--- src/rtl/draw_pkg.sv ---
// Shared constants, state encoding and coordinate helpers for the square-drawing scheduler.
package draw_pkg;

    localparam int NUM_REQ = 4;
    localparam int SQ      = 4;
    localparam int X_W     = 8;
    localparam int Y_W     = 7;
    localparam int C_W     = 3;
    localparam int CNT_W   = 4;

    typedef enum logic [1:0] {
        S_IDLE = 2'd0,
        S_DRAW = 2'd1,
        S_DONE = 2'd2
    } state_t;

    // Coordinates wrap at their field width; nothing is clipped to the visible screen.
    function automatic logic [X_W-1:0] add_x(input logic [X_W-1:0] base, input logic [1:0] off);
        return base + X_W'(off);
    endfunction

    function automatic logic [Y_W-1:0] add_y(input logic [Y_W-1:0] base, input logic [1:0] off);
        return base + Y_W'(off);
    endfunction

endpackage

--- src/rtl/rr_arbiter.sv ---
// Combinational round-robin picker: first eligible requester after last_grant, wrapping.
module rr_arbiter #(
    parameter int NUM_REQ = draw_pkg::NUM_REQ,
    parameter int IDX_W   = (NUM_REQ > 1) ? $clog2(NUM_REQ) : 1
) (
    input  logic [NUM_REQ-1:0] req,
    input  logic [NUM_REQ-1:0] mask,
    input  logic [IDX_W-1:0]   last_grant,
    output logic [NUM_REQ-1:0] grant,
    output logic               valid
);
    import draw_pkg::*;

    logic [NUM_REQ-1:0] eligible;
    logic [IDX_W-1:0]   idx;

    assign eligible = req & ~mask;

    always_comb begin
        grant = '0;
        valid = 1'b0;
        idx   = '0;
        for (int i = 0; i < NUM_REQ; i++) begin
            idx = IDX_W'((int'(last_grant) + 1 + i) % NUM_REQ);
            if (!valid && eligible[idx]) begin
                grant[idx] = 1'b1;
                valid      = 1'b1;
            end
        end
    end

endmodule

--- src/rtl/draw_scheduler.sv ---
// Arbitrates several requesters onto one 4x4 square drawer that streams pixels to a VGA adapter.
module draw_scheduler #(
    parameter int NUM_REQ = draw_pkg::NUM_REQ,
    parameter int SQ      = draw_pkg::SQ
) (
    input  logic                               clk,
    input  logic                               reset,
    input  logic [NUM_REQ-1:0]                 req,
    input  logic [draw_pkg::X_W*NUM_REQ-1:0]   req_x,
    input  logic [draw_pkg::Y_W*NUM_REQ-1:0]   req_y,
    input  logic [draw_pkg::C_W*NUM_REQ-1:0]   req_colour,
    output logic [NUM_REQ-1:0]                 done,
    output logic                               busy,
    output logic [draw_pkg::X_W-1:0]           vga_x,
    output logic [draw_pkg::Y_W-1:0]           vga_y,
    output logic [draw_pkg::C_W-1:0]           vga_colour,
    output logic                               plot
);
    import draw_pkg::*;

    localparam int IDX_W = (NUM_REQ > 1) ? $clog2(NUM_REQ) : 1;
    localparam logic [CNT_W-1:0] LAST_PIX = CNT_W'(SQ * SQ - 1);

    state_t               state, state_nx;
    logic [CNT_W-1:0]     cnt, cnt_nx;
    logic [X_W-1:0]       base_x, base_x_nx;
    logic [Y_W-1:0]       base_y, base_y_nx;
    logic [C_W-1:0]       colour, colour_nx;
    logic [IDX_W-1:0]     last_grant, last_grant_nx;
    logic [NUM_REQ-1:0]   mask, mask_nx;

    logic [NUM_REQ-1:0]   grant;
    logic                 grant_valid;
    logic [IDX_W-1:0]     grant_idx;
    logic [NUM_REQ-1:0]   served;

    logic [X_W-1:0]       src_x   [NUM_REQ];
    logic [Y_W-1:0]       src_y   [NUM_REQ];
    logic [C_W-1:0]       src_col [NUM_REQ];

    rr_arbiter #(
        .NUM_REQ (NUM_REQ),
        .IDX_W   (IDX_W)
    ) u_arb (
        .req        (req),
        .mask       (mask),
        .last_grant (last_grant),
        .grant      (grant),
        .valid      (grant_valid)
    );

    always_comb begin
        for (int i = 0; i < NUM_REQ; i++) begin
            src_x[i]   = req_x[i*X_W +: X_W];
            src_y[i]   = req_y[i*Y_W +: Y_W];
            src_col[i] = req_colour[i*C_W +: C_W];
        end
    end

    always_comb begin
        grant_idx = '0;
        for (int i = 0; i < NUM_REQ; i++) begin
            if (grant[i]) begin
                grant_idx = IDX_W'(i);
            end
        end
    end

    // last_grant doubles as the identity of the square in flight.
    assign served = {{(NUM_REQ-1){1'b0}}, 1'b1} << last_grant;

    always_ff @(posedge clk) begin
        if (reset) begin
            state      <= S_IDLE;
            cnt        <= '0;
            base_x     <= '0;
            base_y     <= '0;
            colour     <= '0;
            last_grant <= IDX_W'(NUM_REQ - 1);
            mask       <= '0;
        end else begin
            state      <= state_nx;
            cnt        <= cnt_nx;
            base_x     <= base_x_nx;
            base_y     <= base_y_nx;
            colour     <= colour_nx;
            last_grant <= last_grant_nx;
            mask       <= mask_nx;
        end
    end

    always_comb begin
        state_nx      = state;
        cnt_nx        = cnt;
        base_x_nx     = base_x;
        base_y_nx     = base_y;
        colour_nx     = colour;
        last_grant_nx = last_grant;
        mask_nx       = '0;
        done          = '0;
        busy          = 1'b0;
        plot          = 1'b0;
        vga_x         = '0;
        vga_y         = '0;
        vga_colour    = '0;

        case (state)
            S_IDLE: begin
                if (grant_valid) begin
                    state_nx      = S_DRAW;
                    cnt_nx        = '0;
                    base_x_nx     = src_x[grant_idx];
                    base_y_nx     = src_y[grant_idx];
                    colour_nx     = src_col[grant_idx];
                    last_grant_nx = grant_idx;
                end
            end
            S_DRAW: begin
                busy       = 1'b1;
                plot       = 1'b1;
                vga_x      = add_x(base_x, cnt[1:0]);
                vga_y      = add_y(base_y, cnt[3:2]);
                vga_colour = colour;
                if (cnt == LAST_PIX) begin
                    state_nx = S_DONE;
                end else begin
                    cnt_nx = cnt + CNT_W'(1);
                end
            end
            S_DONE: begin
                busy     = 1'b1;
                done     = served;
                // Keep the just-served requester out of the very next arbitration.
                mask_nx  = served;
                state_nx = S_IDLE;
            end
            default: begin
                busy     = 1'b1;
                state_nx = S_IDLE;
            end
        endcase

        if (reset) begin
            done       = '0;
            busy       = 1'b0;
            plot       = 1'b0;
            vga_x      = '0;
            vga_y      = '0;
            vga_colour = '0;
        end
    end

endmodule

--- config.mk ---
export PLATFORM = sky130hd
export DESIGN_NAME = draw_scheduler
export DESIGN_NICKNAME = d
export VERILOG_FILES = /design/src/rtl/draw_pkg.sv /design/src/rtl/rr_arbiter.sv /design/src/rtl/draw_scheduler.sv
export SDC_FILE = /design/constraint.sdc
export NUM_CORES = 1
export LEC_CHECK = 0
export ABC_AREA = 1
export CORE_UTILIZATION = 25
export CTS_BUF_LIST = sky130_fd_sc_hd__clkbuf_16
export DETAILED_ROUTE_END_ITERATION = 6
export PLACE_DENSITY_LB_ADDON = 0.05
export SLEW_MARGIN = 0
export SYNTH_ARGS = -nofsm -noshare
export SYNTH_HDL_FRONTEND = slang
export SYNTH_SLANG_ARGS = --single-unit
--- constraint.sdc ---
create_clock -name clk -period 6.4 [get_ports clk]
set_input_delay 1.6 -clock clk [delete_from_list [all_inputs] [get_ports clk]]
set_output_delay 1.6 -clock clk [all_outputs]
set_load 0.01 [all_outputs]
==> impl_metrics.env <==
export IMPL_status="finished clean"
export IMPL_relSlewSlack=0.6494
export IMPL_setup_viol=0
export IMPL_grt_pass1_wl_um=14180
export IMPL_cp_required_ps=4800
export IMPL_cts_inserted_buffers=5
export IMPL_port_buffers=101
export IMPL_final_layout_size_suffix_gt1_frac=0.04631
export IMPL_drt_iter0_drc=135
export IMPL_layout_area_seq_um2=600.6
export IMPL_via_per_inst=4.270
export IMPL_rr_worst_depth=17
export IMPL_track_usage=0.1556
export IMPL_die_area_um2=11320
export IMPL_dr_pass1_iters=4
export IMPL_yosysSeqAreaShare=0.2204
export IMPL_synth_area_um2=2725
export IMPL_whs_path_depth=2
export IMPL_die_h_um=106.4
export IMPL_cp_max_fo=8
export IMPL_async_flop_share=0
export IMPL_finalCriticalPeriod_ps=5152
export IMPL_core_rowCount=37
export IMPL_p_seq_frac=0.166
export IMPL_p_sw_frac=0.5453
export IMPL_syn_inst=485
export IMPL_gr_total_overflow=0
export IMPL_yosysUniqueCellTypes=28
export IMPL_fin_skew_ps=3.191
export IMPL_antenna_found_initial=0
export IMPL_clockPowerShare=0.125
export IMPL_start_kind="primary input"
export IMPL_synth_fp_nets=578
export IMPL_pin_count=102
export IMPL_stdcell_count=719
export IMPL_finalCritPeriodShare=0.8050
export IMPL_post_cts_resize_count=0
export IMPL_slew_violations=0
export IMPL_ys_flop_type="dfxtp_1"
export IMPL_hold_path_class="register to register"
export IMPL_cts_tree="yes"
export IMPL_leakagePower_nw=1.974
export IMPL_path_clk_slew_ps=50
export IMPL_num_nets_final=675
export IMPL_tns_ps=0
export IMPL_grt_pass1_vias=2972
export IMPL_drc=0
export IMPL_layout_commonest_cell="nand2_1"
export IMPL_root_buffer="clkbuf_16"
export IMPL_synth_edff_count=0
export IMPL_ir_drop_uv=138.2
export IMPL_clk_path_buf_depth=2
export IMPL_powerDensity_nw_per_um2=430.7
export IMPL_ys_ff_latch=30
export IMPL_htreeDepth=2
export IMPL_cts_sinks=30
export IMPL_final_cell_mix="nand2_1 (157), clkdlybuf4s50_1 (101), nor2_1 (79)"
export IMPL_worstMarginPinSlew_ps=524.8
export IMPL_multi_input_area_um2=1783
export IMPL_grt_max_degree=21
export IMPL_final_setup_worst_slack_ps=1248
export IMPL_num_fill_cells=1181
export IMPL_maxCapViolCount=0
export IMPL_pre_cts_slack_ps=1214
export IMPL_critPathCaptureType="output port"
export IMPL_max_freq_mhz=194.1
export IMPL_clk_latency_ps=270
export IMPL_placedCellCount=711
export IMPL_post_cts_buffers=0
export IMPL_die_x_um=106.4
export IMPL_start_util=0.2605
export IMPL_num_vias=3070
export IMPL_synthToLayoutAreaGrowth_pct=46.33
export IMPL_hpwl_um=6815
export IMPL_ys_warn_count=0
export IMPL_path_class="primary input to output port"
export IMPL_p_sw_w=0.0009366
export IMPL_core_area_um2=10460
export IMPL_grt_setup_unrepaired="no"
export IMPL_avgRoutedWirePerCell_um=11.59
export IMPL_hold_viol=0
export IMPL_cts_hold_buf=0
export IMPL_ant_nets=0
export IMPL_gp_congestion=0.8098
export IMPL_avgSynthCellArea_um2=5.619
export IMPL_arrival_ps=3550
export IMPL_pwr_share_comb=0.710
export IMPL_internal_power_w=0.0007810
export IMPL_wirelength_um=8333
export IMPL_diodes=0
## stage by stage
stage,hold slack [ps],total power (W),utilization,cell area [µm²]
2_1_floorplan,425.8,0.001214,-,2725
3_3_place_gp,444.8,0.001511,0.3680,3850
3_5_place_dp,447.9,0.001511,0.3680,3850
4_1_cts,458.6,0.001735,0.3811,3988
5_1_grt,479.6,0.001945,0.3811,3988
6_report,455.3,0.001718,0.3811,3988
## final timing paths
path,from,endpoint,slack (ps)
setup / recovery,reset,vga_x[5],1250
setup reg to reg,last_grant[0]$_SDFFE_PP1P_,base_y[0]$_SDFFE_PP0P_,2960
hold reg to reg,base_y[0]$_SDFFE_PP0P_,base_y[0]$_SDFFE_PP0P_,460
hold / removal,base_y[0]$_SDFFE_PP0P_,base_y[0]$_SDFFE_PP0P_,460
## flip-flops by register name (all words and copies together), names as in the netlist
name,cells
base_x,8
base_y,7
cnt,4
mask,4
colour,3
last_grant,2
state,2
## cells by family after synthesis
| family | count (synthesis) | synth area share |
|---|---|---|
| xor gates and xnor gates | 2 | 0.006429 |
| DFF | 30 | 0.2204 |
| AOI/OAI and AO/OA | 42 | 0.08080 |
| buffers and inverters | 85 | 0.1253 |
| adders and majority gates | 15 | 0.07438 |
| and+or+nand+nor | 311 | 0.4927 |
## final cells by class
type,count,share of cell area
multi-input cells,370,0.4471
repair buffers,103,0.2573
flip-flops and latches,30,0.1506
inverters,72,0.06778
well taps,136,0.04267
clock buffers,5,0.03138
clock inverters,3,0.003138
## worst max-delay path: stages
cell and delay (ps):
clkdlybuf4s50_1 540, inv_1 160, nand2_1 210, buf_4 250
nor3_1 220, clkdlybuf4s50_1 570
## cells in the mapped netlist, drive strengths merged (4+ instances only)
library cell  number  area (µm²)
ha                13       162.7
buf                8       52.55
a21oi             30       150.1
nand2            165       649.4
clkbuf             5       18.77
nor2              82       330.3
inv               72       270.3
dfxtp             30       600.6
and3               4       25.02
nand3             48       272.8
o21ai              7       35.03
nor3               9       45.04
## metal layers
| layer | global-route usage | share of wire | vias to the layer above |
|---|---|---|---|
| met5 | 0 | 0 | - |
| met2 | 0.2319 | 0.42 | 90 |
| met1 | 0.2263 | 0.50 | 1283 |
| li1 | - | - | 1692 |
| met3 | 0.03372 | 0.072 | 5 |
| met4 | 0.03274 | 0.0065 | 0 |
## power by group through the flow
| stage | sequential (W) | combinational [W] | clock, W |
|---|---|---|---|
| floorplan | 0.000274 | 0.000940 | 0 |
| global placement | 0.000288 | 0.00122 | 0 |
| detailed placement | 0.000289 | 0.00122 | 0 |
| CTS | 0.000285 | 0.00123 | 0.000219 |
| global route | 0.000293 | 0.00142 | 0.000233 |
| finish | 0.000284 | 0.00122 | 0.000214 |
Note: power is estimated with default switching activity, not from simulation.
